### src/rtl/image_stream_loader.sv
// image_stream_loader
//
// Writer-side counterpart to the Layer 1 image ROM. Accepts an 8-bit pixel
// stream and keeps the upper PIX_W bits of each pixel in a NUM_PIXELS-deep
// buffer. The global controller reads the buffer through a ROM-compatible
// port. When a complete, correctly framed image has been loaded, the block
// pulses start_out. It then locks the buffer until net_done.
//
// Handshake: a pixel transfers on a rising edge where s_valid=1 and
// s_ready=1. s_ready depends only on registered state, never on s_valid.
// s_data and s_last are ignored while s_valid=0.
//
// Ports:
//   clk        system clock, rising edge
//   rst        asynchronous active-low reset
//   s_valid    input pixel valid
//   s_data     input pixel value (IN_W bits)
//   s_last     final pixel of a frame
//   s_ready    loader accepts a pixel this cycle
//   rd_addr    read address from the controller address bus
//   rd_q       registered read data (1-cycle latency, 0 when out of range)
//   net_done   one-cycle pulse: network finished classification
//   start_out  one-cycle pulse to the controller start input
//   frame_err  sticky framing error, cleared by the next good frame
//   frame_cnt  frames successfully loaded, wraps 255->0
//   dbg_state  current FSM state (LOAD=0, DRAIN=1, START=2, RUN=3)

module image_stream_loader #(
  parameter int NUM_PIXELS = 784,
  parameter int ADDR_W     = 10,
  parameter int IN_W       = 8,
  parameter int PIX_W      = 4
) (
  input  logic              clk,
  input  logic              rst,
  input  logic              s_valid,
  input  logic [IN_W-1:0]   s_data,
  input  logic              s_last,
  output logic              s_ready,
  input  logic [ADDR_W-1:0] rd_addr,
  output logic [PIX_W-1:0]  rd_q,
  input  logic              net_done,
  output logic              start_out,
  output logic              frame_err,
  output logic [7:0]        frame_cnt,
  output logic [1:0]        dbg_state
);

  typedef enum logic [1:0] {
    ST_LOAD  = 2'd0,
    ST_DRAIN = 2'd1,
    ST_START = 2'd2,
    ST_RUN   = 2'd3
  } state_t;

  localparam logic [ADDR_W-1:0] LAST_ADDR = ADDR_W'(NUM_PIXELS - 1);
  localparam logic [ADDR_W-1:0] DEPTH     = ADDR_W'(NUM_PIXELS);

  state_t              state;
  state_t              next_state;
  logic [ADDR_W-1:0]   wr_ptr;
  logic [ADDR_W-1:0]   wr_ptr_nxt;
  logic                err_nxt;
  logic [7:0]          cnt_nxt;
  logic                wr_en;
  logic                accept;
  // Held low by reset so s_ready stays low until the first edge after
  // rst deasserts, even though the FSM already sits in LOAD.
  logic                armed;

  logic [PIX_W-1:0]    mem [NUM_PIXELS];

  assign dbg_state = state;

  // Next-state and output logic
  always_comb begin
    next_state = state;
    wr_ptr_nxt = wr_ptr;
    err_nxt    = frame_err;
    cnt_nxt    = frame_cnt;
    wr_en      = 1'b0;
    s_ready    = 1'b0;
    start_out  = 1'b0;
    accept     = 1'b0;

    case (state)
      ST_LOAD: begin
        s_ready = armed;
        accept  = s_valid && armed;
        if (accept) begin
          wr_en = 1'b1;
          if (wr_ptr == LAST_ADDR) begin
            wr_ptr_nxt = '0;
            if (s_last) begin
              next_state = ST_START;
            end else begin
              // Frame runs past the buffer: discard the rest up to s_last.
              next_state = ST_DRAIN;
              err_nxt    = 1'b1;
            end
          end else if (s_last) begin
            // Short frame: flag it and restart at address 0.
            err_nxt    = 1'b1;
            wr_ptr_nxt = '0;
          end else begin
            wr_ptr_nxt = wr_ptr + ADDR_W'(1);
          end
        end
      end

      ST_DRAIN: begin
        s_ready = armed;
        accept  = s_valid && armed;
        if (accept && s_last) begin
          next_state = ST_LOAD;
          wr_ptr_nxt = '0;
        end
      end

      ST_START: begin
        start_out  = 1'b1;
        err_nxt    = 1'b0;
        cnt_nxt    = frame_cnt + 8'd1;
        next_state = ST_RUN;
      end

      ST_RUN: begin
        if (net_done) begin
          next_state = ST_LOAD;
        end
      end

      default: begin
        next_state = ST_LOAD;
      end
    endcase
  end

  // State and control registers
  always_ff @(posedge clk or negedge rst) begin
    if (!rst) begin
      state     <= ST_LOAD;
      wr_ptr    <= '0;
      frame_err <= 1'b0;
      frame_cnt <= 8'd0;
      armed     <= 1'b0;
      rd_q      <= '0;
    end else begin
      state     <= next_state;
      wr_ptr    <= wr_ptr_nxt;
      frame_err <= err_nxt;
      frame_cnt <= cnt_nxt;
      armed     <= 1'b1;
      // Read-before-write: the non-blocking write below lands after this
      // read samples the old word.
      rd_q      <= (rd_addr < DEPTH) ? mem[rd_addr] : '0;
    end
  end

  // Image buffer. Not reset; writes only happen in LOAD, so the image is
  // frozen through START and RUN.
  always_ff @(posedge clk) begin
    if (wr_en) begin
      mem[wr_ptr] <= s_data[IN_W-1 -: PIX_W];
    end
  end

endmodule

### config.mk
export PLATFORM = sky130hd
export DESIGN_NAME = image_stream_loader
export DESIGN_NICKNAME = d
export VERILOG_FILES = /design/src/rtl/image_stream_loader.sv
export SDC_FILE = /design/constraint.sdc
export NUM_CORES = 2
export LEC_CHECK = 0
export CORE_UTILIZATION = 47
export DETAILED_ROUTE_END_ITERATION = 8
export PLACE_DENSITY = 0.67
export SYNTH_ARGS = -nofsm -noshare
export SYNTH_HDL_FRONTEND = slang
export SYNTH_SLANG_ARGS = --single-unit
### constraint.sdc
create_clock -name clk -period 2.8 [get_ports clk]
set_input_delay 0.56 -clock clk [delete_from_list [all_inputs] [get_ports clk]]
set_output_delay 0.56 -clock clk [all_outputs]
set_load 0.03 [all_outputs]
After elaboration in Yosys (flattened, before gate mapping) --
Memory sizes are Yosys's and may differ from the RTL's. Cells that the tools add are included.
Storage, ports and cells: memories kept 1, bits of input ports 23, output and inout bits 17, memory bits (writable) 3136, bits in registers 26
Memory list:
- mem | words 784, bits a word 4, rd ports 1, clocked after Yosys merged registers in 0, write ports 1, RTL line 71 | logic [PIX_W-1:0] mem [NUM_PIXELS];
Cells by class: reduce and logical (&&, ||, !) cells 9, eq/ne operators 10, mux-type cells 23, add/subtract/negate cells 2, $lt $le $gt $ge 1
Operator list (number):
- 10-bit two-way mux | 4
- 10-bit one-hot mux with 2 select lines | 1
- 10-bit by 1-bit adder with 10-bit output, second input constant | 1
- 10-bit equality test, second input constant | 1
- 10-bit less-than comparator, second input constant | 1
- 1-bit two-way mux | 10
- 2-bit two-way mux | 5
- 8-bit by 1-bit adder with 8-bit output, second input constant | 1
- 2-bit inequality test, second input constant | 4
- 2-bit one-hot mux with 4 select lines | 1
- 4-bit AND reduction | 2
- 3-bit inequality test, second input constant | 2
- 2-bit equality test, second input constant | 2
- 4-bit two-way mux | 1
- 2-bit nonzero test | 2
- 3-bit AND reduction | 1
- 2-bit by 1-bit equality test with 1-bit output, second input constant | 1
- 1-bit logical AND | 2
- 2-bit logical NOT | 1
- 1-bit one-hot mux with 2 select lines | 1
- 2-bit OR reduction | 1

Longest topological paths before layout --
depth after elaboration 5, gate-level depth with buffers 15, gate-level depth less buffers 8

Worst setup path before layout --
No wires, ideal clock.
path type input to register, start point input port rd_addr[1], end point register rd_q[2], data required time 2668 ps, data arrival time 2853 ps, library setup time 132 ps, path slack -185 ps, cell stages on the path 10, cell sequence buf_2 -> buf_2 -> buf_2 -> clkbuf_1 -> mux4_2 -> mux4_2 -> a22oi_1 -> a21oi_1 -> a311oi_2 -> o32ai_1
Between the ends: cells in the longest elaborated chain, start to end 2, elaborated cells between the ends (all ways) 3, those cells by class 1 x order compare; 1 x mux; 1 x memory
RTL lines:
- start, declared | RTL line 40 | input logic [ADDR_W-1:0] rd_addr,
- memory read 784 x 4 bit / 10-bit less-than comparator (equally long branches)
- 4-bit two-way mux * | RTL line 156 | rd_q <= (rd_addr < DEPTH) ? mem[rd_addr] : '0;
- end signal, assigned | RTL line 156
- end, declared | RTL line 41 | output logic [PIX_W-1:0] rd_q,
Every way passes the cells marked *; elsewhere a longest branch is shown, timed or not. A chain may end at the register's enable or synchronous reset.

Final worst setup path --
start point memory mem[339][1], end point register rd_q[1]
Between the ends: cells in the longest elaborated chain, start to end 2
RTL lines (RTL line):
- start, declared | 71
- memory read 784 x 4 bit
- 4-bit two-way mux | 156
Every way passes these cells.

==> flow_metrics.py <==
metrics = {
    "synthesis": {
        "avgSynthCellArea_um2": 19.29,
        "synthTopCellsByCount": "edfxtp_1, nor2_1, mux4_2",
        "ys.flop_type": "edfxtp_1",
        "ys_seq_area_frac": 0.7541,
        "synth_area_um2": 125700,
        "yosys_warnings": 0,
        "synth_edf_count": 3136,
        "syn-instance-count": 6518,
        "synthArstFlopShare": 0.008223,
        "synth_fp_nets": 6546,
        "ys_seq_elements": 3162,
        "yosys.area.top_type": "edfxtp_1",
        "yosysMostFrequentCell": "edfxtp_1",
        "synth_cell_types": 78,
        "yosysTopAreaCellShare": 0.7489,
        "synth_area_leaders": "edfxtp_1, mux4_2, mux2i_1",
    },
    "worst_setup_path": {
        "cp_num_buf_inv": 2,
        "regToRegSetupSlack_ns": -0.33,
        "worstSetupPathType": "flip-flop to flip-flop",
        "required_ns": 3.64,
        "crit_path_frequent_cell": "mux4_2",
        "path_cells": "mux4_2, mux4_2, and3_4, a31oi_4, buf_6, o211ai_1, a311oi_2, buf_4, nor3_2, a211o_1",
        "start_kind": "flip-flop",
        "critical_path.max_stage_delay_ns": 0.50,
        "critical_path_peak_fanout": 1,
        "cp-end-kind": "flip-flop",
        "cp_slowest_cell": "mux4_2",
        "critical-path-top-delay-family": "compound AO/OA/AOI/OAI gates",
        "worstPathArrival_ns": 3.97,
    },
    "sta": {
        "fin_crit_sh": 1.118,
        "holdWs_ns": 0.06440,
        "setup_ws_ns": -0.3293,
        "max_freq_mhz": 319.6,
        "maxSlewHeadroom": 0.4518,
        "slew_violations": 0,
        "finClkSkew_ns": 0.06329,
        "hold_viol": 0,
        "fin_crit_ns": 3.129,
        "finalSetupTns_ns": -0.3501,
        "setup_viol": 2,
        "rsz0062_at_grt": "true",
        "tightest_slew_ns": 0.8223,
    },
    "flow_run": {
        "maxCapViolCount": 0,
    },
    "clock_tree": {
        "clk_pin_slew_ns": 0.06,
        "clock_latency_ns": 0.96,
        "numCtsBuffers": 337,
        "clkSinkCount": 3162,
        "clock_path_buffers": 4,
        "cts_root_buf": "clkbuf_16",
        "cts_tree": "done",
        "cts_max_level": 5,
    },
    "routing": {
        "drc": 0,
        "wire_per_inst_um": 31.86,
        "drt-initial-drc-count": 10237,
        "wl_mm": 373.3,
        "viasPerCell": 6.145,
        "vias": 72025,
        "drtPass1Iterations": 6,
        "final_antenna_net_count": 0,
    },
    "grt": {
        "grtUsageTotal": 0.2760,
        "grt_antenna_before_repair": 22,
        "grt_pass1_wl_mm": 528.0,
        "first_global_vias": 71879,
        "grt_max_degree": 130,
        "grt_overflow_total": 0,
    },
    "final_layout": {
        "drive_above_1_share": 0.3327,
        "final_cells": 11720,
        "syn2layout_area_growth_pct": 21.09,
        "design_area_um2": 152300,
        "final_util": 0.5733,
        "fin_nets": 7945,
    },
    "floorplanning": {
        "fp-row-count": 189,
        "io_pins": 40,
        "core_um2": 265600,
        "die_x_um": 519.2,
        "start_util": 0.4735,
        "die-area_um2": 269600,
        "die_y_um": 519.2,
    },
    "placed_design": {
        "dpl.cell_count": 11101,
        "place_congestion": 0.9246,
        "place_area_um2": 141300,
        "dp_hpwl_mm": 244.9,
        "portBuffers": 35,
        "pre_cts_ws_ns": -1.314,
    },
    "power": {
        "p_total_mw": 101.8,
        "ir_drop_mv": 0.6243,
        "p_leak_nw": 51.02,
        "power_density_nw_per_um2": 668.4,
    },
    "run_status": {
        "status": "finished, violations left",
        "failed_checks": "setup timing",
    },
    "worst_hold_path": {
        "hold_path_class": "input pin to flip-flop",
    },
}
power breakdown:
group	total (mW)	switching (mW)	internal [mW]
combinational	6.16	3.80	2.37
clock	43.5	17.9	25.6
sequential	52.1	0.0545	52.0
total	102	21.8	80.0
path summary, 6_finish.rpt:
check	from	end	cells after the start
setup / recovery	mem[339][1]	rd_q[1]	10
hold / removal	s_data[5]	mem[414][1]	1
setup reg to reg	mem[339][1]	rd_q[1]	10
hold reg to reg	frame_cnt[7]	frame_cnt[7]	1
max in group asynchronous	rst	wr_ptr[5]	2
min in group asynchronous	rst	armed	2
cells by family after synthesis:
logic type,synth area share
buffers and inverters,0.02165
XOR/XNOR,0.0009752
other,0.00002982
AO/OA/AOI/OAI,0.03171
flip-flops,0.7541
AND/OR/NAND/NOR,0.04215
multiplexers,0.1489
adder cells (fa/ha/maj),0.0004975
registers in the layout, indices dropped and copies added, names as in the netlist:
name       flops
dbg_state      2
frame_cnt      8
armed          1
rd_q           4
frame_err      1
mem         3136
wr_ptr        10
layer usage:
layer / global-route usage / vias to the layer above / part of all wire
met2: 0.4310 / 4647 / 0.47
met5: 0 / - / 0.00018
li1: - / 29268 / -
met1: 0.3645 / 37179 / 0.36
met3: 0.06600 / 921 / 0.11
met4: 0.1361 / 10 / 0.055
timing repair:
action | CTS | global route
endpoints found under the hold margin | 30 | 0
hold buffers | 2 | 0
resized for setup | 24 | 20
buffers inserted | 0 | 8
pin swaps | 5 | 4
setup endpoints to repair | 10 | 32
cell type report:
type / count / area, µm²
Multi-Input combinational cell: 2881 / 28550
Clock buffer: 429 / 8949
Inverter: 11 / 53.80
Tap cell: 3533 / 4420
Fill cell: 19291 / 113300
Antenna cell: 20 / 50.05
Clock inverter: 160 / 1647
Timing Repair Buffer: 1524 / 13760
Sequential cell: 3162 / 94820
placed cells by master (no fill, tap or decap), types with 20 or more instances in the layout:
| master | instances |
|---|---|
| a21oi_1 | 83 |
| a221oi_1 | 97 |
| a22oi_1 | 85 |
| a31oi_1 | 22 |
| buf_12 | 175 |
| buf_4 | 1310 |
| bufinv_16 | 33 |
| clkbuf_1 | 84 |
| clkbuf_16 | 345 |
| clkinv_1 | 55 |
| clkinv_2 | 54 |
| dfrtp_1 | 26 |
| diode_2 | 20 |
| edfxtp_1 | 3136 |
| mux2i_1 | 349 |
| mux4_2 | 668 |
| nand2_1 | 159 |
| nand3_1 | 84 |
| nor2_1 | 841 |
| nor2b_1 | 22 |
| nor3_1 | 34 |
| o21ai_0 | 70 |
| o221ai_1 | 21 |
| o22ai_1 | 24 |
| or2_2 | 20 |
No activity file was read; power rests on OpenSTA's default activity.
